--- src/rtl/lvda_timing_pkg.sv ---
// Shared types and defaults for the LVDA timing sequencer.
//   seq_state_t : sequencer mode (halted, free-running, single bit time)
//   ct_t        : clock time within a bit time (W, X, Y, Z)
package lvda_timing_pkg;

    localparam int unsigned BT_MAX_DEFAULT = 14;
    localparam int unsigned PH_MAX_DEFAULT = 3;
    localparam int unsigned BT_W           = 4;
    localparam int unsigned PH_W           = 2;
    localparam int unsigned DRV_W          = 4;

    typedef enum logic [1:0] {
        ST_HALT,
        ST_RUN,
        ST_STEP
    } seq_state_t;

    typedef enum logic [1:0] {
        CT_W,
        CT_X,
        CT_Y,
        CT_Z
    } ct_t;

    // One-hot drive vector {Z, Y, X, W} for a clock time.
    function automatic logic [DRV_W-1:0] ct_onehot(input ct_t ct);
        return DRV_W'(1) << ct;
    endfunction

endpackage

--- src/rtl/lvda_bt_ph_counter.sv ---
// Bit-time / phase counter pair.
//   clk, rst_n : clock, async active-low reset (both counters reset to 1)
//   en         : Z-boundary strobe; advances BT, and PH when BT wraps
//   bt, ph     : current bit time 1..BT_MAX, phase 1..PH_MAX
module lvda_bt_ph_counter
    import lvda_timing_pkg::*;
#(
    parameter int unsigned BT_MAX = BT_MAX_DEFAULT,
    parameter int unsigned PH_MAX = PH_MAX_DEFAULT
) (
    input  logic            clk,
    input  logic            rst_n,
    input  logic            en,
    output logic [BT_W-1:0] bt,
    output logic [PH_W-1:0] ph
);

    // Both counters are 1-based and wrap back to 1.
    always_ff @(posedge clk or negedge rst_n) begin
        if (!rst_n) begin
            bt <= BT_W'(1);
            ph <= PH_W'(1);
        end else if (en) begin
            if (bt == BT_W'(BT_MAX)) begin
                bt <= BT_W'(1);
                if (ph == PH_W'(PH_MAX)) begin
                    ph <= PH_W'(1);
                end else begin
                    ph <= ph + PH_W'(1);
                end
            end else begin
                bt <= bt + BT_W'(1);
            end
        end
    end

endmodule

--- src/rtl/lvda_timing_seq.sv ---
// LVDA timing sequencer: rotates the W/X/Y/Z clock-time drives while running
// or stepping, and tracks bit time / phase.
//   SIM_CLK, SIM_RST   : clock, async active-low reset
//   RUN                : level, continuous sequencing while high
//   STEP               : pulse, one bit time while halted
//   WDA/XDA/YDA/ZDA    : registered one-hot clock-time drives
//   BT, PH             : current bit time and phase (1-based)
//   BT_END, PH_END     : registered end-of-bit-time / end-of-phase markers
//   HALTED             : registered, high while halted
module lvda_timing_seq
    import lvda_timing_pkg::*;
#(
    parameter int unsigned BT_MAX = BT_MAX_DEFAULT,
    parameter int unsigned PH_MAX = PH_MAX_DEFAULT
) (
    input  logic            SIM_CLK,
    input  logic            SIM_RST,
    input  logic            RUN,
    input  logic            STEP,
    output logic            WDA,
    output logic            XDA,
    output logic            YDA,
    output logic            ZDA,
    output logic [BT_W-1:0] BT,
    output logic [PH_W-1:0] PH,
    output logic            BT_END,
    output logic            PH_END,
    output logic            HALTED
);

    seq_state_t       state_q, state_d;
    ct_t              ct_q, ct_d;
    logic [DRV_W-1:0] drv_q, drv_d;
    logic             bt_end_q, bt_end_d;
    logic             ph_end_q, ph_end_d;
    logic             halted_q, halted_d;
    logic             z_end;

    // Mode and clock-time registers plus registered outputs.
    always_ff @(posedge SIM_CLK or negedge SIM_RST) begin
        if (!SIM_RST) begin
            state_q  <= ST_HALT;
            ct_q     <= CT_W;
            drv_q    <= '0;
            bt_end_q <= 1'b0;
            ph_end_q <= 1'b0;
            halted_q <= 1'b1;
        end else begin
            state_q  <= state_d;
            ct_q     <= ct_d;
            drv_q    <= drv_d;
            bt_end_q <= bt_end_d;
            ph_end_q <= ph_end_d;
            halted_q <= halted_d;
        end
    end

    // Next mode / clock time; mode changes only at the Z boundary once active.
    always_comb begin
        state_d  = state_q;
        ct_d     = ct_q;
        z_end    = 1'b0;
        drv_d    = '0;
        bt_end_d = 1'b0;
        ph_end_d = 1'b0;
        halted_d = 1'b1;

        unique case (state_q)
            ST_HALT: begin
                // RUN has priority; a simultaneous STEP is dropped.
                if (RUN) begin
                    state_d = ST_RUN;
                    ct_d    = CT_W;
                end else if (STEP) begin
                    state_d = ST_STEP;
                    ct_d    = CT_W;
                end
            end
            ST_RUN, ST_STEP: begin
                if (ct_q != CT_Z) begin
                    ct_d = ct_t'(ct_q + 2'd1);
                end else begin
                    z_end = 1'b1;
                    ct_d  = CT_W;
                    // RUN at the boundary continues (or converts a step) gaplessly.
                    state_d = RUN ? ST_RUN : ST_HALT;
                end
            end
            default: begin
                state_d = ST_HALT;
                ct_d    = CT_W;
            end
        endcase

        // BT cannot change on an edge entering Z, so current BT marks PH_END.
        if (state_d != ST_HALT) begin
            drv_d    = ct_onehot(ct_d);
            bt_end_d = (ct_d == CT_Z);
            ph_end_d = (ct_d == CT_Z) && (BT == BT_W'(BT_MAX));
            halted_d = 1'b0;
        end
    end

    lvda_bt_ph_counter #(
        .BT_MAX (BT_MAX),
        .PH_MAX (PH_MAX)
    ) u_bt_ph_counter (
        .clk   (SIM_CLK),
        .rst_n (SIM_RST),
        .en    (z_end),
        .bt    (BT),
        .ph    (PH)
    );

    assign {ZDA, YDA, XDA, WDA} = drv_q;
    assign BT_END = bt_end_q;
    assign PH_END = ph_end_q;
    assign HALTED = halted_q;

endmodule
--- config.mk ---
export PLATFORM = sky130hd
export DESIGN_NAME = lvda_timing_seq
export DESIGN_NICKNAME = d
export VERILOG_FILES = /design/src/rtl/lvda_timing_pkg.sv /design/src/rtl/lvda_bt_ph_counter.sv /design/src/rtl/lvda_timing_seq.sv
export SDC_FILE = /design/constraint.sdc
export NUM_CORES = 1
export LEC_CHECK = 0
export CAP_MARGIN = 20
export CORE_MARGIN = 3
export CORE_UTILIZATION = 45
export DETAILED_ROUTE_END_ITERATION = 7
export PLACE_DENSITY = 0.8
export SLEW_MARGIN = 20
export SYNTH_ARGS = -nofsm -noshare
export SYNTH_HDL_FRONTEND = slang
export SYNTH_SLANG_ARGS = --single-unit
--- constraint.sdc ---
create_clock -name SIM_CLK -period 2.2 [get_ports SIM_CLK]
set_clock_uncertainty 0.05 [all_clocks]
set_input_delay 0.33 -clock SIM_CLK [delete_from_list [all_inputs] [get_ports SIM_CLK]]
set_output_delay 0.33 -clock SIM_CLK [all_outputs]
set_load 0.01 [all_outputs]
Yosys cells after proc, flatten, opt, wreduce, memory -nomap -nowiden

Index checks and enable logic that the tools add are counted.

Word-level logic and storage cells: 40
Output and inout port bits: 13
Register bits: 17

Equal/unequal tests: 6
Reductions and logical operators: 5
Add/sub/neg operators: 3
Multiplexer cells: 17
Shift operators: 1

Operators with widths:

| cell                | count |
|---|---|
| $mux 2              | 7 |
| $mux 4              | 2 |
| $pmux 2 s2          | 2 |
| $eq 2x2->1 const B  | 3 |
| $mux 1              | 6 |
| $add 2x1->2 const B | 2 |
| $add 4x1->4 const B | 1 |
| $eq 4x4->1 const B  | 1 |
| $shl 1x2->4 const A | 1 |
| $eq 2x1->1 const B  | 1 |
| $logic_not 2->1     | 1 |
| $ne 2x2->1 const B  | 1 |
| $reduce_and 2->1    | 1 |
| $reduce_bool 2->1   | 1 |
| $reduce_or 2->1     | 1 |
| $logic_and 1x1->1   | 1 |

Longest topological paths before layout

Gate-level depths: netlist of run 1.

Word-level depth: 6
Mapped depth: 7
Gate-level depth less buffers: 7

Modules after synthesis

From an unflattened synthesis of run 1, not the netlist that was laid out.

Cell total of the unflattened synthesis: 64
Area, all modules: 803.3 um2

By module, submodules not included:

| module             | area each (um2) | times used | cells each |
|---|---|---|---|
| lvda_timing_seq    | 524.3           | 1          | 40 |
| lvda_bt_ph_counter | 279.0           | 1          | 24 |

Least setup slack after synthesis of run 1

No wires, ideal clock.

Path kind: reg2reg
Start: register state_q[1]
End: register ph_end_q (netlist: PH_END)
Stages on the path, launching flop included: 8
Clock period less this slack: 1.675 ns
Path slack: 0.525 ns
Library setup time: 0.096 ns
Arrival time: 1.529 ns
Data required time: 2.054 ns
Path through: dfrtp_1 > inv_1 > ha_1 > buf_2 > nand3b_4 > a211oi_4 > nor3_4 > nor4_2

Elaborated cells between the ends (all ways): 13

RTL lines:

| item                                      | RTL line                                     | source |
|---|---|---|
| start: declaration                        | lvda_timing_seq.sv:31                        | `seq_state_t state_q, state_d;` |
| start signal: assignment                  | lvda_timing_seq.sv:49                        | `state_q <= state_d;` |
| $eq 2x1->1, or another cell as far along  | lvda_timing_seq.sv:68                        | `unique case (state_q)` |
| $reduce_or 2->1 or $mux 2 (tied branches) | lvda_timing_seq.sv:68, lvda_timing_seq.sv:71 |  |
| $pmux 2 s2 (*)                            | lvda_timing_seq.sv:68                        |  |
| via state_d[1]                            | lvda_timing_seq.sv:31                        |  |
| $reduce_bool 2->1 (*)                     | lvda_timing_seq.sv:96                        | `if (state_d != ST_HALT) begin` |
| $mux 1 (*)                                | lvda_timing_seq.sv:96                        |  |
| via ph_end_d                              | lvda_timing_seq.sv:35                        | `logic ph_end_q, ph_end_d;` |
| end signal: assignment                    | lvda_timing_seq.sv:53                        | `ph_end_q <= ph_end_d;` |
| end: declaration                          | lvda_timing_seq.sv:35                        |  |

The timed path passes the listed nets; every way through them passes the cells marked *.
A chain may end at the register's enable or synchronous reset.

Worst setup path in the final report of run 1

Ends and elaborated chain as after synthesis.

==> impl.org, run 1 <==
** Logic synthesis
- The share of synthesized area in the top cell type comes to 0.406.
- Net count after synthesis :: 77
- Syn Std Cell Area :: between 800 and 900 sq um
- Gate Count Post-Synth :: 69
- Flop and latch count out of synthesis :: 16
- A synthesized cell averages between 10 and 15 sq um.
- Post-synth top area cell :: dfrtp_1
- Synthesis warning total :: 0
- Synthesis instantiated 32 different standard cells from the library.
- By area the synthesized netlist is led by dfrtp_1 (41%), dfstp_2 (9.8%), ha_1 (6.2%).
- Share of the yosys chip area belonging to registers :: 0.504

** Global routing
- The total overflow left after global routing is 0.
- Total routing usage reported by global routing :: 0.142
- Pin count of the biggest net entering global routing :: 17
- The first global-routing pass estimated 2.19 mm of wire.
- Vias in the first global route :: around 480
- Antenna violations before repair :: 0

** Worst setup path
- In this run the register-to-register setup slack is 0.32 ns.
- At the worst endpoint, the required time is roughly 2.3 ns.
- STA puts the critical path data arrival time at 2.02 ns.
- In this run the worst setup path begins at state_q[1].
- The worst setup path is captured at a flip-flop.
- R2R depth :: 6
- Reg2Reg Launch Point :: state_q[1]
- In this run the worst setup path terminates at PH_END.
- The worst register-to-register path ends at PH_END.
- The setup path with the least slack is of type reg -> reg.
- The worst setup path is launched from a flip-flop.
- Max FO, Critical Path :: 9

** Place
- Routability-driven placement finished with a final weighted congestion of 0.815.
- Placed Instance Area :: 968 sq um
- After detailed placement, the design holds a cell count of 106.
- Buffers on Ports :: 16
- HPWL after detailed placement :: 1.05 mm

** Finish
- Commonest cells after routing, fill and taps aside :: clkdlybuf4s50_1 (16), dfrtp_1 (13), inv_1 (5), o21ai_0 (5)
- Proportion of layout cells with a drive suffix above 1 :: 0.174
- The repair_antennas step left the layout with diodes totalling 0.
- Layout area overhead :: 24.0%
- At the end of the flow, the number of nets in the layout was 95.
- Most common cell after layout, fill and taps aside :: clkdlybuf4s50_1
- Number of fill cells in the layout :: 127
- Summing all non-filler instances in the final layout gives an area of 995 sq um.
- Non-filler instance count after layout :: 110

** Drt
- Dividing the detail-routed via count by the number of cells gives 4.97.
- Total number of vias :: 547
- The detailed router finished its first iteration with 4 violations.
- For this run, design rule violations remaining after detail routing come to 0.
- Post-detailed-route count of antenna-violating nets :: 0
- Wires add up to ~1.3 mm.
- Average wire per cell in the routed design :: approximately 12 um
- Before antenna repair, the detailed router went through 3 iterations.

** Floorplanning
- In this run the count of I/O pins placed on the die edge is 17.
- For this configuration, the core starts out at a cell density of 0.503.
- Number of rows created at floorplan :: 14
- From bottom edge to top edge, the die measures 48.2 um.
- Area of the die :: 0.00232 sq mm
- Die extent in x :: roughly 48 um
- Area inside the core boundary :: 0.00159 sq mm

** Clock tree
- Total of cells resized after clock tree synthesis :: 0
- Number of H-tree levels :: 1
- The later pin in the worst-skew pair is clocked with a latency of between 0.2 and 0.3 ns.
- Buffers inserted to repair hold after CTS numbered 0.
- Post-CTS timing repair inserted 0 buffers for setup.
- Clock transition at the register clock pins on the worst setup and hold paths after CTS :: 0.09 ns
- Clock root buffer master :: clkbuf_4
- TritonCTS built the clock tree.
- Clk sink count :: 16
- TritonCTS created 3 clock buffers.
- In this run the deepest clock path goes through 2 buffers.

** Status
- Result of the run :: finished clean

** STA
- Fin crit period :: 1.88 ns
- For the final routed database, the setup TNS stands at 0 ns.
- RSZ-0062 raised after global routing :: false
- For the pin with the worst max-slew slack, the measured transition is just under 0.7 ns.
- Achievable clock frequency :: 533 MHz
- The final max-slew violation count was 0.
- Of the available clock period, the critical path in the final layout requires 0.852.
- Final setup violation count :: 0
- The hold violation total from the final report is 0.
- Final hold analysis gives a worst-case slack of ~0.40 ns.
- In this run the tightest slew margin relative to its limit is 0.539.

** Power and ir drop
- Cell internal power was estimated by the tool at 0.000769 W.
- For this design the static power due to leakage is 0.426 nW.
- The share of total power dissipated in combinational logic is 0.491.
- The share of total power dissipated in sequential elements is 0.383.
- The worst-case IR drop observed on VDD is 0.912 mV.
- Total power consumption of the routed design :: 0.00125 W
- For this design the total switching power over the nets is 0.000476 W.
- Of the total power, the share spent switching nets is 0.383.
- Clock group share of total power :: 0.126
- PD cells :: 1250 mW/mm^2

** Hold path
- The tightest min-delay check is of the in -> async type.

** Run
- Across the run, the number of max-cap violations was 0.
[logic make-up (layout without fill, tap and decap cells)]
kind of cell | Yosys count | in the layout | share of synthesized area
flip-flops | 16 | 16 | 0.504
AND/OR/NAND/NOR | 26 | 26 | 0.234
adder cells (fa/ha/maj) | 4 | 4 | 0.0624
XOR/XNOR | 1 | 1 | 0.0109
AO/OA/AOI/OAI | 13 | 13 | 0.117
multiplexers | 1 | 1 | 0.0187
buffers and inverters | 8 | 25 | 0.0530
[through the flow]
stage	setup slack [ns]	utilization
after global routing	0.178	0.624
after detailed placement	0.323	0.608
after CTS	0.308	0.624
after global placement	0.353	0.608
after floorplan	0.525	-
final	0.325	0.624
[final cells by class]
| cell class | instances | area [sq um] | area share |
|---|---|---|---|
| repair buffers | 16 | 160 | 0.161 |
| well taps | 24 | 30.0 | 0.0302 |
| clock buffers | 4 | 26.3 | 0.0264 |
| multi-input cells | 45 | 355 | 0.357 |
| inverters | 5 | 18.8 | 0.0189 |
| flip-flops and latches | 16 | 404 | 0.406 |
[synthesized netlist by cell type, drive strengths merged]
cell and n:
dfrtp 13, inv 5, o21ai 5, ha 4
nor2 4, a21oi 3, buf 3, dfstp 3
nand2 3, nor3 3, nor3b 3, nand2b 2
nand4 2, nor4 2, or2 2, a211oi 1
a22oi 1, and3 1, mux2 1, nand3 1
nand3b 1, nand4b 1, nor2b 1, o2111ai 1
o211a 1, o31ai 1, xnor2 1
[registers in the layout, summed over array words and instances (netlist names)]
| signal | cells |
|---|---|
| drv_q | 3 |
| state_q | 2 |
| u_bt_ph_counter.bt | 4 |
| PH_END | 1 |
| u_bt_ph_counter.ph | 2 |
| BT_END | 1 |
| HALTED | 1 |
| ct_q | 2 |
[routing by layer]
metal	global-route usage	up-vias	part of all wire	routed length, um
li1	-	279	-	-
met1	0.176	254	0.46	615
met2	0.221	12	0.48	641
met3	0.0480	2	0.048	64
met4	0.0645	0	0.014	19
met5	0	-	0	0
[critical path: stages (launching register included)]
cell and delay (ns):
dfrtp_1 0.45, inv_1 0.07, ha_1 0.47, nand3b_4 0.12, a211oi_4 0.31, nor3_4 0.10
nor4_2 0.20
[power by group through the flow]
stage,logic [W],registers (W),clock network [W]
2_1_floorplan,0.000412,0.000493,0
3_3_place_gp,0.000600,0.000476,0
3_5_place_dp,0.000616,0.000481,0
4_1_cts,0.000621,0.000476,0.000163
5_1_grt,0.000672,0.000490,0.000173
6_report,0.000612,0.000476,0.000157
[worst min path at each step]
stage / from / end / slack [ns]
final: SIM_RST / u_bt_ph_counter.bt[2] / 0.40
after global routing: SIM_RST / u_bt_ph_counter.bt[2] / 0.44
after floorplan: SIM_RST / BT_END / -0.02
after detailed placement: u_bt_ph_counter.ph[0] / u_bt_ph_counter.ph[0] / 0.46
after CTS: SIM_RST / u_bt_ph_counter.bt[2] / 0.41
after global placement: u_bt_ph_counter.ph[0] / u_bt_ph_counter.ph[0] / 0.44
Note: power is estimated with default switching activity, not from simulation.
==> inputs of run 2 (changes only) <==
--- a/config.mk
+++ b/config.mk
@@ -6,10 +6,12 @@
 export NUM_CORES = 1
 export LEC_CHECK = 0
 export CAP_MARGIN = 20
+export CELL_PAD_IN_SITES_DETAIL_PLACEMENT = 1
+export CELL_PAD_IN_SITES_GLOBAL_PLACEMENT = 1
 export CORE_MARGIN = 3
-export CORE_UTILIZATION = 45
+export CORE_UTILIZATION = 38
 export DETAILED_ROUTE_END_ITERATION = 7
-export PLACE_DENSITY = 0.8
+export PLACE_DENSITY = 0.84
 export SLEW_MARGIN = 20
 export SYNTH_ARGS = -nofsm -noshare
 export SYNTH_HDL_FRONTEND = slang
==> impl.org, run 2 (synthesis results as in run 1) <==
** Status
- Result of the run :: finished clean

** Finish
- Registers with the highest flip-flop counts :: u_bt_ph_counter.bt x4, drv_q x3
- Proportion of layout cells with a drive suffix above 1 :: 0.186 (+0.0116)
- The area of all sequential standard cells came to 404 sq um (unchanged).
- The summed area of non-filler cells in the final layout is 0.00101 sq mm (+1.1%).
- The library cells used most frequently in the layout, excluding fill and tap cells, are clkdlybuf4s50_1 (16), dfrtp_1 (13), inv_1 (5), o21ai_0 (5).
- Leaving out fill and tap cells, the most frequent cell in the layout is clkdlybuf4s50_1.
- Layout area overhead :: 25.4%
- Ranked by flip-flop count, first place goes to u_bt_ph_counter.bt.
- Number of fill cells in the layout :: 199 (+57%)
- The flip-flop count of the largest register, all copies and words added was 4 (unchanged).
- The number of nets in the layout was 95 (unchanged).
- The number of diodes added for antenna fixing is 0 (unchanged).
- Area used by multi-input combinational logic :: 355 sq um (unchanged)

** Drt
- Post-DR vias/cell :: 5.16 (+3.8%)
- Initial DRC Count :: 3 (-1)
- Drt first pass iters :: 4 (+1)
- WL final :: 1.63 mm (+22%)
- The total via count after detailed routing is 573 (+4.8%).
- The detailed-route DRC error count is 0 (unchanged).
- Average wire per cell in the routed design :: 14.7 um (+21%)
- The remaining antenna violation count is 0 (unchanged).

** Worst setup path
- The worst path buffer plus inverter count came to 1 (unchanged).
- Instance count on the critical path :: 6 (unchanged)
- The worst-case register-to-register setup slack is 0.21 ns (-0.12 ns).
- The worst register-to-register path begins at state_q[1].
- Arrival time at the worst endpoint :: 2.14 ns (+0.12 ns)
- The worst setup path is launched from a flip-flop.
- STA classifies the critical path endpoint as a flip-flop.
- Slowest Stage Delay on Critical Path :: 0.45 ns (-0.02 ns)
- In this run the critical register-to-register path is captured at drv_q[0].
- The setup path with the least slack is of type reg -> reg.
- The critical path ends at drv_q[0].
- Slowest cell on the critical path :: dfrtp_1
- Grouping stages by cell kind, the critical path spends the most delay in simple AND/OR/NAND/NOR gates.
- Worst Setup SP :: state_q[1]
- Cell-by-cell trace of the critical path :: inv_1 > ha_1 > nor3b_1 > a21oi_1 > nor2_1 > nor3_1
- The maximum net fanout on the critical path came to 9 (unchanged).
- R2R depth :: 6 (unchanged)
- WP data required :: 2.35 ns (about the same)

** STA
- Tcrit/Tclk final :: 0.905 (+0.0527)
- The hold violation total from the final report came to 0 (unchanged).
- The worst-margin pin slew came to 0.711 ns (+0.0210 ns).
- Achievable clock frequency :: 502 MHz (-5.8%)
- The final number of setup-violating endpoints is 0 (unchanged).
- Fin crit period :: 1.99 ns (+0.116 ns)
- The setup TNS came to 0 ns (unchanged).
- The headroom to the max-slew limit was 0.525 (-0.0141).
- Worst hold slack :: 0.398 ns (-0.00582 ns)
- Slew Viols, Final :: 0 (unchanged)
- Setup repair after global routing left no endpoint under its margin.

** Power and ir drop
- Peak supply drop :: 0.773 mV (-15%)
- The power density over cell area came to 1290 mW/mm^2 (+3.3%).
- The leakage power figure came to 0.432 nW (+1.4%).

** Global routing
- The wire length of the first global-routing pass was 2.92 mm (+33%).
- Total routing usage reported by global routing :: 0.153 (+0.0113)
- The final global-route overflow total is 0 (unchanged).
- The number of global-route vias before repair came to 614 (+27%).
- Antenna violations before repair :: 0 (unchanged)
- The pin count of the biggest net entering global routing was 17 (unchanged).

** Floorplanning
- The boundary pin count was 17 (unchanged).
- Die Y-Extent :: 51.9 um (+7.7%)
- Area of the die :: 0.00270 sq mm (+16%)
- The width of the die came to 51.9 um (+7.7%).
- The floorplan row count is 15 (+1).
- The effective utilization at floorplan is 0.432 (-0.0715).
- The area of the core was 0.00186 sq mm (+17%).

** Clock tree
- The maximum buffer depth of the clock tree is 2 (unchanged).
- Clock root buffer master :: clkbuf_4
- The number of clock sinks was 16 (unchanged).
- Number of buffers inserted by post-CTS setup repair :: 0 (unchanged)
- The clock-pin slew on the worst setup and hold paths is 0.10 ns (about the same).
- Clock tree from TritonCTS :: done
- The number of H-tree levels came to 1 (unchanged).
- Hold buffers post-CTS :: 0 (unchanged)
- Total of cells resized after clock tree synthesis :: 0 (unchanged)
- The clock buffer count from CTS was 3 (unchanged).
- The insertion delay to the later sink of the worst-skew pair came to 0.30 ns (+0.02 ns).

** Place
- The count of input and output buffers came to 16 (unchanged).
- HPWL after detailed placement :: 1.23 mm (+17%)
- The total cell area at the placement stage is 970 sq um (+0.13%).
- The final estimated routing congestion in global placement came to 0.777 (-4.6%).

** Run
- Max_cap viols :: 0 (unchanged)

** Hold path
- Tightest Hold Check Type :: in -> async
run 2: cell type report:
type	count	share of cell area
clock buffers	4	0.0361
flip-flops and latches	16	0.402
well taps	25	0.0311
inverters	5	0.0187
repair buffers	16	0.159
multi-input cells	45	0.353
run 2: worst min-delay path by stage:
stage | depth (start not counted) | end | start | slack, ns
CTS | 1 | u_bt_ph_counter.bt[2] | SIM_RST | 0.42
global placement | 2 | u_bt_ph_counter.ph[0] | u_bt_ph_counter.ph[0] | 0.45
finish | 1 | u_bt_ph_counter.bt[3] | SIM_RST | 0.40
detailed placement | 2 | u_bt_ph_counter.ph[0] | u_bt_ph_counter.ph[0] | 0.47
floorplan | 0 | BT_END | SIM_RST | -0.02
global route | 1 | u_bt_ph_counter.bt[2] | SIM_RST | 0.45
run 2: stage by stage:
step	instances	worst slack, ns	utilization	power, W
2_1_floorplan	69	0.525	-	0.000905
3_3_place_gp	107	0.334	0.522	0.00109
3_5_place_dp	107	0.246	0.522	0.00111
4_1_cts	111	0.198	0.541	0.00133
5_1_grt	111	0.0484	0.541	0.00140
6_report	111	0.209	0.541	0.00130
run 2: power breakdown:
group          total [W]  leakage (nW)  switching, W  internal, W
Combinational   0.000627         0.205      0.000325     0.000302
Clock           0.000197        0.0210     0.0000963     0.000101
Sequential      0.000476         0.206     0.0000797     0.000397
run 2: layer usage:
| layer | share of wire | track usage |
|---|---|---|
| met5 | 0 | 0 |
| met4 | 0.025 | 0.0786 |
| met3 | 0.047 | 0.0516 |
| met2 | 0.50 | 0.247 |
| met1 | 0.43 | 0.179 |
